==> config.mk <==
export PLATFORM = sky130hd
export DESIGN_NAME = sram_rr_arbiter_flat
export DESIGN_NICKNAME = d
export VERILOG_FILES = /design/src/rtl/sram_rr_arbiter_if.sv /design/src/rtl/sram_rr_arbiter.sv /design/src/flat_wrapper.sv
export SDC_FILE = /design/constraint.sdc
export NUM_CORES = 1
export LEC_CHECK = 0
export CORE_ASPECT_RATIO = 0.5
export CORE_UTILIZATION = 33
export CTS_BUF_LIST = sky130_fd_sc_hd__clkbuf_8
export DETAILED_ROUTE_END_ITERATION = 6
export GPL_TIMING_DRIVEN = 0
export HOLD_SLACK_MARGIN = 0.06
export PLACE_DENSITY = 0.78
export SLEW_MARGIN = 20
export SYNTH_ARGS = -nofsm -noshare
export SYNTH_HDL_FRONTEND = slang
export SYNTH_SLANG_ARGS = --single-unit
==> constraint.sdc <==
create_clock -name clock -period 1.2 [get_ports clock]
set_input_delay 0.12 -clock clock [delete_from_list [all_inputs] [get_ports clock]]
set_output_delay 0.12 -clock clock [all_outputs]
set_load 0.05 [all_outputs]
==> src/rtl/sram_rr_arbiter_if.sv <==
// -----------------------------------------------------------------------------
// sram_rr_arbiter_if
// Bundles the two requester command/response buses and the SRAM macro pins
// that connect to sram_rr_arbiter.
//
// Signal summary
//   hold                      : stop issuing grants (in-flight work completes)
//   req_x / we_x / addr_x /
//   wdata_x                   : requester x command (x = a, b)
//   gnt_x                     : requester x command accepted this cycle
//   rvalid_x / rdata_x        : requester x read response
//   mem_addr / mem_wdata /
//   mem_cs / mem_rd / mem_wr  : registered SRAM command pins
//   mem_rdata                 : SRAM registered read data
//
// Modports
//   slave  : the arbiter's view
//   master : the environment's view (requesters plus the SRAM macro)
// -----------------------------------------------------------------------------
interface sram_rr_arbiter_if #(
    parameter int ADDR_WD = 8,
    parameter int DATA_WD = 8
);
    logic               hold;

    logic               req_a;
    logic               we_a;
    logic [ADDR_WD-1:0] addr_a;
    logic [DATA_WD-1:0] wdata_a;
    logic               gnt_a;
    logic               rvalid_a;
    logic [DATA_WD-1:0] rdata_a;

    logic               req_b;
    logic               we_b;
    logic [ADDR_WD-1:0] addr_b;
    logic [DATA_WD-1:0] wdata_b;
    logic               gnt_b;
    logic               rvalid_b;
    logic [DATA_WD-1:0] rdata_b;

    logic [ADDR_WD-1:0] mem_addr;
    logic [DATA_WD-1:0] mem_wdata;
    logic               mem_cs;
    logic               mem_rd;
    logic               mem_wr;
    logic [DATA_WD-1:0] mem_rdata;

    modport slave (
        input  hold,
        input  req_a, we_a, addr_a, wdata_a,
        output gnt_a, rvalid_a, rdata_a,
        input  req_b, we_b, addr_b, wdata_b,
        output gnt_b, rvalid_b, rdata_b,
        output mem_addr, mem_wdata, mem_cs, mem_rd, mem_wr,
        input  mem_rdata
    );

    modport master (
        output hold,
        output req_a, we_a, addr_a, wdata_a,
        input  gnt_a, rvalid_a, rdata_a,
        output req_b, we_b, addr_b, wdata_b,
        input  gnt_b, rvalid_b, rdata_b,
        input  mem_addr, mem_wdata, mem_cs, mem_rd, mem_wr,
        output mem_rdata
    );
endinterface

==> src/rtl/sram_rr_arbiter.sv <==
// -----------------------------------------------------------------------------
// sram_rr_arbiter
// Shares one single-port synchronous SRAM between requesters A and B.
// Three-stage pipeline:
//   stage 0 : combinational round-robin grant (one command per cycle)
//   stage 1 : registered SRAM command (cs/rd/wr/addr/wdata) plus owner tag
//   stage 2 : registered rvalid to the owner; rdata is the SRAM output
// A read granted in cycle N returns rvalid in cycle N+2.
//
// Ports
//   clock : rising-edge clock
//   reset : synchronous active-high reset (flushes pipeline, pointer -> A)
//   bus   : sram_rr_arbiter_if.slave (requester buses and SRAM pins)
// -----------------------------------------------------------------------------
module sram_rr_arbiter #(
    parameter int ADDR_WD = 8,
    parameter int DATA_WD = 8
) (
    input  logic                clock,
    input  logic                reset,
    sram_rr_arbiter_if.slave    bus
);

    logic               w_gnt_a;
    logic               w_gnt_b;
    logic               w_any_gnt;
    logic               w_sel_we;
    logic [ADDR_WD-1:0] w_sel_addr;
    logic [DATA_WD-1:0] w_sel_wdata;

    // 1 = B has priority on the next contested cycle, 0 = A has priority.
    logic               r_ptr_b;
    // Stage-1 owner tag: 1 = command belongs to B.
    logic               r_own_b;
    logic               r_mem_cs;
    logic               r_mem_rd;
    logic               r_mem_wr;
    logic [ADDR_WD-1:0] r_mem_addr;
    logic [DATA_WD-1:0] r_mem_wdata;
    logic               r_rvalid_a;
    logic               r_rvalid_b;

    // Stage 0: round-robin grant; reset and hold suppress every grant.
    always_comb begin
        w_gnt_a = 1'b0;
        w_gnt_b = 1'b0;
        if (reset || bus.hold) begin
            w_gnt_a = 1'b0;
            w_gnt_b = 1'b0;
        end else if (bus.req_a && bus.req_b) begin
            if (r_ptr_b) begin
                w_gnt_b = 1'b1;
            end else begin
                w_gnt_a = 1'b1;
            end
        end else begin
            w_gnt_a = bus.req_a;
            w_gnt_b = bus.req_b;
        end
    end

    // Stage 0: select the granted requester's payload.
    always_comb begin
        w_any_gnt   = w_gnt_a | w_gnt_b;
        w_sel_we    = bus.we_a;
        w_sel_addr  = bus.addr_a;
        w_sel_wdata = bus.wdata_a;
        if (w_gnt_b) begin
            w_sel_we    = bus.we_b;
            w_sel_addr  = bus.addr_b;
            w_sel_wdata = bus.wdata_b;
        end else begin
            w_sel_we    = bus.we_a;
            w_sel_addr  = bus.addr_a;
            w_sel_wdata = bus.wdata_a;
        end
    end

    // Priority pointer: after a grant, the other requester is preferred.
    always_ff @(posedge clock) begin
        if (reset) begin
            r_ptr_b <= 1'b0;
        end else if (w_any_gnt) begin
            r_ptr_b <= w_gnt_a;
        end else begin
            r_ptr_b <= r_ptr_b;
        end
    end

    // Stage 1: register the granted command onto the SRAM pins.
    // Address and write data keep their last values when idle so the SRAM
    // inputs do not toggle needlessly; write data changes only on writes.
    always_ff @(posedge clock) begin
        if (reset) begin
            r_mem_cs    <= 1'b0;
            r_mem_rd    <= 1'b0;
            r_mem_wr    <= 1'b0;
            r_mem_addr  <= {ADDR_WD{1'b0}};
            r_mem_wdata <= {DATA_WD{1'b0}};
            r_own_b     <= 1'b0;
        end else if (w_any_gnt) begin
            r_mem_cs   <= 1'b1;
            r_mem_rd   <= ~w_sel_we;
            r_mem_wr   <= w_sel_we;
            r_mem_addr <= w_sel_addr;
            r_own_b    <= w_gnt_b;
            if (w_sel_we) begin
                r_mem_wdata <= w_sel_wdata;
            end else begin
                r_mem_wdata <= r_mem_wdata;
            end
        end else begin
            r_mem_cs <= 1'b0;
            r_mem_rd <= 1'b0;
            r_mem_wr <= 1'b0;
        end
    end

    // Stage 2: the SRAM captures read data at the end of stage 1, so the
    // owner's rvalid is raised in the following cycle.
    always_ff @(posedge clock) begin
        if (reset) begin
            r_rvalid_a <= 1'b0;
            r_rvalid_b <= 1'b0;
        end else begin
            r_rvalid_a <= r_mem_cs & r_mem_rd & ~r_own_b;
            r_rvalid_b <= r_mem_cs & r_mem_rd & r_own_b;
        end
    end

    assign bus.gnt_a     = w_gnt_a;
    assign bus.gnt_b     = w_gnt_b;
    assign bus.mem_cs    = r_mem_cs;
    assign bus.mem_rd    = r_mem_rd;
    assign bus.mem_wr    = r_mem_wr;
    assign bus.mem_addr  = r_mem_addr;
    assign bus.mem_wdata = r_mem_wdata;
    assign bus.rvalid_a  = r_rvalid_a;
    assign bus.rvalid_b  = r_rvalid_b;
    // Both requesters see the SRAM output; only the one with rvalid uses it.
    assign bus.rdata_a   = bus.mem_rdata;
    assign bus.rdata_b   = bus.mem_rdata;

endmodule

==> src/flat_wrapper.sv <==
// flat-port wrapper written by rule: the top's interface ports become plain ports
module sram_rr_arbiter_flat 
#(
    parameter int ADDR_WD = 8,
    parameter int DATA_WD = 8
)
  (clock, reset, bus_hold, bus_req_a, bus_we_a, bus_addr_a, bus_wdata_a, bus_gnt_a, bus_rvalid_a, bus_rdata_a, bus_req_b, bus_we_b, bus_addr_b, bus_wdata_b, bus_gnt_b, bus_rvalid_b, bus_rdata_b, bus_mem_addr, bus_mem_wdata, bus_mem_cs, bus_mem_rd, bus_mem_wr, bus_mem_rdata);
  sram_rr_arbiter_if #(.ADDR_WD(ADDR_WD), .DATA_WD(DATA_WD)) bus_i ();
  input  logic clock;
  input  logic reset;
  input wire logic [$bits(bus_i.hold)-1:0] bus_hold;
  input wire logic [$bits(bus_i.req_a)-1:0] bus_req_a;
  input wire logic [$bits(bus_i.we_a)-1:0] bus_we_a;
  input wire logic [$bits(bus_i.addr_a)-1:0] bus_addr_a;
  input wire logic [$bits(bus_i.wdata_a)-1:0] bus_wdata_a;
  output wire logic [$bits(bus_i.gnt_a)-1:0] bus_gnt_a;
  output wire logic [$bits(bus_i.rvalid_a)-1:0] bus_rvalid_a;
  output wire logic [$bits(bus_i.rdata_a)-1:0] bus_rdata_a;
  input wire logic [$bits(bus_i.req_b)-1:0] bus_req_b;
  input wire logic [$bits(bus_i.we_b)-1:0] bus_we_b;
  input wire logic [$bits(bus_i.addr_b)-1:0] bus_addr_b;
  input wire logic [$bits(bus_i.wdata_b)-1:0] bus_wdata_b;
  output wire logic [$bits(bus_i.gnt_b)-1:0] bus_gnt_b;
  output wire logic [$bits(bus_i.rvalid_b)-1:0] bus_rvalid_b;
  output wire logic [$bits(bus_i.rdata_b)-1:0] bus_rdata_b;
  output wire logic [$bits(bus_i.mem_addr)-1:0] bus_mem_addr;
  output wire logic [$bits(bus_i.mem_wdata)-1:0] bus_mem_wdata;
  output wire logic [$bits(bus_i.mem_cs)-1:0] bus_mem_cs;
  output wire logic [$bits(bus_i.mem_rd)-1:0] bus_mem_rd;
  output wire logic [$bits(bus_i.mem_wr)-1:0] bus_mem_wr;
  input wire logic [$bits(bus_i.mem_rdata)-1:0] bus_mem_rdata;
  assign bus_i.hold = bus_hold;
  assign bus_i.req_a = bus_req_a;
  assign bus_i.we_a = bus_we_a;
  assign bus_i.addr_a = bus_addr_a;
  assign bus_i.wdata_a = bus_wdata_a;
  assign bus_gnt_a = bus_i.gnt_a;
  assign bus_rvalid_a = bus_i.rvalid_a;
  assign bus_rdata_a = bus_i.rdata_a;
  assign bus_i.req_b = bus_req_b;
  assign bus_i.we_b = bus_we_b;
  assign bus_i.addr_b = bus_addr_b;
  assign bus_i.wdata_b = bus_wdata_b;
  assign bus_gnt_b = bus_i.gnt_b;
  assign bus_rvalid_b = bus_i.rvalid_b;
  assign bus_rdata_b = bus_i.rdata_b;
  assign bus_mem_addr = bus_i.mem_addr;
  assign bus_mem_wdata = bus_i.mem_wdata;
  assign bus_mem_cs = bus_i.mem_cs;
  assign bus_mem_rd = bus_i.mem_rd;
  assign bus_mem_wr = bus_i.mem_wr;
  assign bus_i.mem_rdata = bus_mem_rdata;
  sram_rr_arbiter #(.ADDR_WD(ADDR_WD), .DATA_WD(DATA_WD)) u_core (.clock(clock), .reset(reset), .bus(bus_i));
endmodule
; ---- After elaboration in Yosys (flattened, before gate mapping)
; Cells that the tools add are included.
[word_totals]
out_inout_bits = 39
reg_bits = 23
elab_cells = 30
in_bits = 47
[op_classes]
n_reduce_logical = 4
n_mux = 10
bitwise_logic = 7
[op_table]
columns = cell, count
row1 = 8-bit two-way mux, 2
row2 = 1-bit two-way mux, 8
row3 = 1-bit bitwise AND, 3
row4 = 1-bit inverter, 3
row5 = 2-bit AND reduction, 1
row6 = 2-bit OR reduction, 1
row7 = 1-bit logical AND, 1
row8 = 1-bit logical OR, 1
row9 = 1-bit bitwise OR, 1

; ---- Logic depth before layout (Yosys ltp)
[depth]
ltp_word = 6
ltp_mapped = 6
mapped_depth_nobuf = 4

; ---- Least setup slack after synthesis
; OpenSTA, ideal clock, no wires.
[synth_path]
path_type = register to register
start = reg u_core.r_ptr_b
end = reg u_core.r_mem_rd (netlist: u_core.bus.mem_rd)
required_time_ns = 1.139
path_stages_with_launch = 7
arrival_time_ns = 1.641
slack_ns = -0.502
setup_ns = 0.061
path_cell_list = dfxtp_1 nand2b_1 buf_6 nand2_4 buf_4 nor3_2 o211a_1
[synth_between]
elab_chain_len = 6
word_cells_on_any_way = 11
[synth_lines]
columns = element, line
row1 = "start, declared", sram_rr_arbiter.sv:32  ; logic r_ptr_b;
row2 = "start signal, assigned", sram_rr_arbiter.sv:84  ; r_ptr_b <= w_gnt_a;
row3 = "start signal, assigned", sram_rr_arbiter.sv:86  ; r_ptr_b <= r_ptr_b;
row4 = 1-bit two-way mux *, sram_rr_arbiter.sv:51  ; if (r_ptr_b) begin
row5 = 1-bit two-way mux *, sram_rr_arbiter.sv:50  ; end else if (bus.req_a && bus.req_b) begin
row6 = 1-bit two-way mux *, sram_rr_arbiter.sv:47  ; if (reset || bus.hold) begin
row7 = named net bus_gnt_b, flat_wrapper.sv:23  ; output wire logic [$bits(bus_i.gnt_b)-1:0] bus_gnt_b;
row8 = 1-bit bitwise OR, sram_rr_arbiter.sv:64  ; w_any_gnt = w_gnt_a | w_gnt_b;
row9 = 1-bit inverter (no line), n/a
row10 = 2-bit OR reduction (no line), n/a
row11 = "end signal, assigned", sram_rr_arbiter.sv:103  ; r_mem_rd <= ~w_sel_we;
row12 = "end, declared", sram_rr_arbiter.sv:36  ; logic r_mem_rd;
; Mark *: on every way through the listed nets, which the timed path passes. The rest lies on a longest branch.
; A chain may end at the register's enable or synchronous reset.

; ---- Final worst setup path
[layout_path]
start = reg u_core.r_ptr_b
end = out bus_gnt_b
[layout_between]
elab_chain_len = 3
[layout_lines]
columns = element, line
row1 = 1-bit two-way mux, sram_rr_arbiter.sv:51
row2 = 1-bit two-way mux, sram_rr_arbiter.sv:50
row3 = 1-bit two-way mux, sram_rr_arbiter.sv:47
row4 = "end, declared", flat_wrapper.sv:23
; No other way between the ends.

==> load_flow_metrics.sql <==
INSERT INTO impl_metrics (metric_group, metric, value, unit) VALUES
('clocking', 'cts_inserted_buffers', '3', ''),
('detailed_routing', 'via_count', '1496', ''),
('detailed_routing', 'avgViaCountPerCell', '5.05', ''),
('global_route', 'grt.total_usage', '20.1', '%'),
('power_and_ir_drop', 'p_sw', '0.806', 'mW'),
('clocking', 'clkTransAtPathRegs', '0.09', 'ns'),
('global_route', 'largest_net_degree_at_the_start_of_global_routing', '14', ''),
('critical_path', 'critical_path_required', '1.08', 'ns'),
('floorplan', 'fp.dieArea', '4210', 'µm²'),
('critical_path', 'timing.reg2reg.setup_slack', '-0.18', 'ns'),
('detailed_routing', 'detail_route.drc_violations', '0', ''),
('critical_path', 'cp_slowest_stage_delay', '0.37', 'ns'),
('clocking', 'cell_at_the_root_of_the_clock_tree', 'sky130_fd_sc_hd__clkbuf_8', ''),
('min_path', 'holdCritPathClass', 'in2reg', ''),
('floorplan', 'fp.dieH', '46.4', 'µm'),
('detailed_routing', 'detailed_routing_iteration_count_for_the_pre_antenna_repair_pass', '4', ''),
('placed_design', 'placedInstanceArea', '2150', 'µm²'),
('critical_path', 'r2r-end', 'u_core.bus.mem_wdata[0]', ''),
('min_path', 'hold-path-cell-count', '3', ''),
('power_and_ir_drop', 'vdd.ir_drop.worst', '0.432', 'mV'),
('floorplan', 'initial_core_util', '36.0', '%'),
('sta', 'hold_violation_count_in_the_final_report', '0', ''),
('outcome', 'status', 'finished with violations', ''),
('outcome', 'failing_checks', 'negative setup slack', ''),
('clocking', 'max-clock-path-buffers', '2', ''),
('critical_path', 'critPathKind', 'reg2out', ''),
('logic_synthesis', 'synth-edff-count', '0', ''),
('logic_synthesis', 'async_flop_share', '0', '%'),
('detailed_routing', 'detail_route.wl_per_cell', '14.4', 'µm'),
('logic_synthesis', 'ys.flop_type', 'sky130_fd_sc_hd__dfxtp_1', ''),
('logic_synthesis', 'ys_types', '29', ''),
('detailed_routing', 'route.antenna.remaining_nets', '0', ''),
('critical_path', 'timing.critical_path.buf_inv', '2', ''),
('critical_path', 'cpLargestDelayFamily', 'flip-flops', ''),
('sta', 'worst_clock_skew', '0.00180', 'ns'),
('critical_path', 'crit_path_max_fanout', '4', ''),
('critical_path', 'worst-endpoint-arrival', '1.27', 'ns'),
('logic_synthesis', 'netlist_instances', '155', ''),
('final_layout', 'n_antenna_cell', '0', ''),
('sta', 'final_critical_path_setup_slack', '-0.188', 'ns'),
('final_layout', 'fin_cells', '296', ''),
('placed_design', 'hpwlAfterDp', '2860', 'µm'),
('critical_path', 'setup.worst_path.end', 'bus_gnt_b', ''),
('clocking', 'clock_sinks', '23', ''),
('global_route', 'grt_pass1_wl', '6440', 'µm'),
('critical_path', 'logic_depth_of_the_worst_setup_path_including_buffers', '5', ''),
('final_layout', 'area_overhead_vs_synth', '87.8', '%'),
('logic_synthesis', 'avgSynthCellArea', '8.38', 'µm²'),
('global_route', 'grt_pass1_vias', '1425', ''),
('critical_path', 'reg2regPathDepth', '5', ''),
('clocking', 'clock_latency', '0.28', 'ns'),
('clocking', 'tritoncts_clock_tree', 'built', ''),
('floorplan', 'ios', '86', ''),
('global_route', 'grt_remaining_overflow', '0', ''),
('sta', 'setup-violations-final', '20', ''),
('sta', 'max_slew_margin', '63.7', '%'),
('sta', 'crit_share_post_route', '116', '%'),
('power_and_ir_drop', 'swShare', '35.9', '%'),
('power_and_ir_drop', 'power_report.internal_total', '1.44', 'mW'),
('critical_path', 'rr_startpoint', 'u_core.r_ptr_b', ''),
('logic_synthesis', 'synth_seq_cells', '23', ''),
('logic_synthesis', 'syn-num-nets', '202', ''),
('clocking', 'clock_tree.htree_level_count', '1', ''),
('final_layout', 'num-fill-cells', '295', ''),
('critical_path', 'kind_of_start_point_of_the_critical_path', 'flop', ''),
('placed_design', 'dp.cells', '283', ''),
('power_and_ir_drop', 'seq_power_share', '37.2', '%'),
('sta', 'grt_setup_unrepaired', 'yes', ''),
('clocking', 'hold_buffers', '0', ''),
('power_and_ir_drop', 'clockPowerShare', '22.8', '%'),
('floorplan', 'die-width', '90.7', 'µm');
-- power groups by stage --
| stage | combinational [mW] | sequential [mW] | clock (mW) |
|---|---|---|---|
| 3_5_place_dp | 0.817 | 0.854 | 0 |
| 3_3_place_gp | 0.807 | 0.852 | 0 |
| 6_report | 0.899 | 0.835 | 0.512 |
| 4_1_cts | 0.836 | 0.837 | 0.513 |
| 5_1_grt | 0.947 | 0.842 | 0.554 |
| 2_1_floorplan | 0.357 | 0.991 | 0 |
-- final cells by class --
| cell class | instances | area [µm²] | area share, % |
|---|---|---|---|
| multi-input combinational | 101 | 759 | 31.1 |
| inverter | 4 | 15.0 | 0.616 |
| timing repair buffer | 86 | 887 | 36.4 |
| tap | 51 | 63.8 | 2.62 |
| clock inverter | 1 | 5.00 | 0.205 |
| sequential | 23 | 464 | 19.0 |
| clock buffer | 3 | 41.3 | 1.69 |
| buffer | 27 | 203 | 8.31 |
-- synthesized netlist by cell type (2+ instances only) --
master                     count  area share (%)
sky130_fd_sc_hd__nor2_1       26             7.5
sky130_fd_sc_hd__a211oi_1      8             4.6
sky130_fd_sc_hd__o211a_1       9             6.9
sky130_fd_sc_hd__buf_4        20              12
sky130_fd_sc_hd__a311oi_1      8             5.4
sky130_fd_sc_hd__nor4b_1       8             5.4
sky130_fd_sc_hd__buf_2         4             1.5
sky130_fd_sc_hd__o21ai_0       8             3.1
sky130_fd_sc_hd__clkbuf_1      3            0.87
sky130_fd_sc_hd__dfxtp_1      23              35
sky130_fd_sc_hd__nor3_1        2            0.77
sky130_fd_sc_hd__inv_1         3            0.87
sky130_fd_sc_hd__nand3_1       8             3.1
sky130_fd_sc_hd__nand2_1      10             2.9
-- per-stage QoR --
stage | hold slack [ns] | setup TNS (ns) | setup WS (ns) | power, mW | util, %
6_report | 0.370 | -2.53 | -0.188 | 2.25 | 67.7
5_1_grt | 0.393 | -3.65 | -0.251 | 2.34 | 67.7
4_1_cts | 0.375 | -1.91 | -0.250 | 2.19 | 63.7
3_5_place_dp | 0.418 | -12.39 | -0.980 | 1.67 | 59.7
3_3_place_gp | 0.406 | -11.93 | -0.976 | 1.66 | 59.7
2_1_floorplan | 0.282 | -0.952 | -0.220 | 1.35 | -
-- cells in the final DEF (no fill, tap or decap), drive strengths merged, types with 4 or more instances in the layout --
cell type      count
buf               33
o211a              9
nand3              8
dfxtp             23
clkdlybuf4s15     21
a211oi             8
nand2             11
nor4b              8
a311oi             9
dlygate4sd2        4
nor2              26
o21ai              8
clkbuf             8
clkdlybuf4s50     50
-- metal layers --
metal,vias up,GRT usage [%],share of wire [%]
met5,-,0,0
met4,0,8.39,1.3
met3,5,4.62,5.6
met2,61,35.3,50
met1,711,24.8,44
li1,719,-,-
-- tightest hold or removal path, stage by stage --
cell	delay (ns)
sky130_fd_sc_hd__dlygate4sd2_1	0.31
sky130_fd_sc_hd__inv_1	0.10
sky130_fd_sc_hd__a311oi_1	0.08
-- how the worst min path moves through the flow --
| stage | from | to | slack, ns |
|---|---|---|---|
| finish | bus_hold | u_core.r_ptr_b | 0.37 |
| global route | bus_hold | u_core.r_ptr_b | 0.39 |
| CTS | bus_hold | u_core.r_ptr_b | 0.38 |
| detailed placement | u_core.r_own_b | u_core.bus.rvalid_a | 0.42 |
| global placement | u_core.r_own_b | u_core.bus.rvalid_a | 0.41 |
| floorplan | bus_addr_a[0] | u_core.bus.mem_addr[0] | 0.28 |
-- logic make-up after synthesis --
logic type / count (synthesis) / share of synthesized area, %
AO/OA/AOI/OAI: 38 / 23.6
buffers and inverters: 32 / 16.0
flip-flops: 23 / 35.5
multiplexers: 1 / 1.16
AND/OR/NAND/NOR: 61 / 23.8
-- repair_timing --
item | 4_1_cts | 5_1_grt
cloned | 1 | 1
resized for setup | 89 | 27
endpoints found under the setup margin | 43 | 21
buffers inserted | 6 | 2
pin swaps | 2 | 6
Power figures use the tool's default switching activity.
==> RTL edit (config.mk and constraints unchanged) <==
Make the reset (`reset`) asynchronous in 3 clocked blocks. Comments in the files are not updated.
--- a/src/rtl/sram_rr_arbiter.sv
+++ b/src/rtl/sram_rr_arbiter.sv
@@ -79,3 +79,3 @@
     // Priority pointer: after a grant, the other requester is preferred.
-    always_ff @(posedge clock) begin
+    always_ff @(posedge clock or posedge reset) begin
         if (reset) begin
@@ -92,3 +92,3 @@
     // inputs do not toggle needlessly; write data changes only on writes.
-    always_ff @(posedge clock) begin
+    always_ff @(posedge clock or posedge reset) begin
         if (reset) begin
@@ -120,3 +120,3 @@
     // owner's rvalid is raised in the following cycle.
-    always_ff @(posedge clock) begin
+    always_ff @(posedge clock or posedge reset) begin
         if (reset) begin
Formal check against the unedited RTL: differs if reset is asserted again (counterexample within 4 cycles, from zero or initial values and one cycle with reset high); with reset held inactive, the same outputs for 10 cycles.
==> RTL edit against the original RTL <==
  * The flow still finishes with violations (setup timing)
  * Power up 33%
  * Sequential share of layout area up 4.6 points
  * Critical path type is now in2reg
  * First-iteration DRC count down 1.6%
  * Area after synthesis up 1.1%
  * Worst setup slack worse by 0.012 ns
  * Design area up 0.15%
  * Combinational power up 69%
  * Critical endpoint is now u_core.bus.mem_wdata[5]$_DFFE_PP0P_
  * Worst hold slack worse by 0.28 ns
  * Clock skew about the same
  * Sequential cell count unchanged
  * Wire length down 3.2%
==> RTL edit: results (changes against the original RTL) <==
| Metric | Value |
|---|---|
| Cell area after layout | 2440 sq um (+0.15%) |
| Status | complete, but fails checks |
| Hold Crit Class | in2async |
| Final setup viols | 19 (-5.0%) |
| Skew-Pair Late Insertion Delay | 0.26 ns (-0.02 ns) |
| Nets | 276 (-5.8%) |
| Final GP Congestion | 0.766 (+3.2%) |
| CP max-delay cell | or3b_4 |
| Critical path's largest stage delay | 0.43 ns (+0.06 ns) |
| Wire length per cell | 14.8 um (+2.7%) |
| Post-synthesis mux area share | 0 (-0.0116) |
| Iter 0 DRT Violations | 63 (-1.6%) |
| Synth area leaders | dfrtp_1 (44%), a311oi_2 (9.2%), buf_4 (9.2%), inv_1 (5.4%), o311ai_1 (5.3%) |
| Worst slack, placed | -1.17 ns (-0.185 ns) |
| Non-clock inverters | 20 (+16) |
| DP Area | 2190 sq um (+1.6%) |
| Multi-input logic area | 622 sq um (-18%) |
| Ys async rst share | 1.00 (+1.00) |
| Failing checks | setup timing |
| Worst setup slack after layout | -0.200 ns (-0.0124 ns) |
| Pin count of the biggest net entering global routing | 24 (+10) |
| Hold Worst Slack | 0.0874 ns (-0.283 ns) |
| Non-clock buffers | 110 (-2.7%) |
| Reg-to-Reg Start | u_core.r_ptr_b$_DFFE_PP0P_ |
| Setup Skew | 0.00219 ns (+0.000385 ns) |
| CTS-repair resized insts | 112 (+26%) |
| Syn_nets | 184 (-8.9%) |
| Sequential share of cell area | 0.236 (+0.0458) |
| Drt via density | 4.90 (-3.0%) |
| Complex-gate fraction of the synthesized area | 0.199 (-0.0368) |
| Global Route Usage Sum | 0.188 (-0.0139) |
| First-pass GRT wire length | 6.09 mm (-5.4%) |
| Synth cell types | 27 (-6.9%) |
| Multi-In Gates | 71 (-30%) |
| Final non-clock buffer share | 0.434 (-0.0130) |
| Share of cells above drive strength 1 | 0.399 (+0.0563) |
| Worst vdd ir | 0.484 mV (+12%) |
| WP data arrival | 1.53 ns (+0.26 ns) |
==> RTL edit: kinds of logic (layout without fill, tap and decap cells) <==
kind of cell / Yosys count / in the layout
compound gates: 29 / 29
simple gates: 41 / 42
buf+inv: 44 / 134
flops: 23 / 23
==> RTL edit: worst reg2reg max path: stages, from the launching register on <==
cell	delay (ns)
dfrtp_2	0.45
a21bo_4	0.24
or2_4	0.24
buf_6	0.14
a311oi_2	0.22
==> RTL edit: power groups by stage <==
stage	registers (W)	clock network (W)	logic, W
after floorplan	0.00146	0	0.000466
after global placement	0.00101	0	0.00142
after detailed placement	0.00102	0	0.00144
after CTS	0.00100	0.000475	0.00149
after global routing	0.00102	0.000505	0.00158
final	0.00101	0.000467	0.00152
==> RTL edit: metal layers <==
| metal | track usage | part of all wire | vias up |
|---|---|---|---|
| met4 | 0.0286 | 0.0046 | 0 |
| met2 | 0.373 | 0.51 | 50 |
| met5 | 0 | 0 | - |
| met3 | 0.0396 | 0.047 | 2 |
| li1 | - | - | 654 |
| met1 | 0.221 | 0.44 | 662 |
==> RTL edit: worst max-delay path by stage <==
stage	slack (ns)	startpoint	cells after the start	endpoint
6_report	-0.20	bus_req_b	5	u_core.bus.mem_wdata[5]$_DFFE_PP0P_
5_1_grt	-0.24	bus_req_b	5	u_core.bus.mem_wdata[5]$_DFFE_PP0P_
4_1_cts	-0.16	u_core.r_ptr_b$_DFFE_PP0P_	4	u_core.bus.mem_wdata[7]$_DFFE_PP0P_
3_5_place_dp	-1.17	bus_req_b	4	bus_gnt_b
3_3_place_gp	-1.14	bus_req_b	4	bus_gnt_b
2_1_floorplan	-0.19	u_core.r_ptr_b$_DFFE_PP0P_	5	u_core.bus.mem_wdata[0]$_DFFE_PP0P_
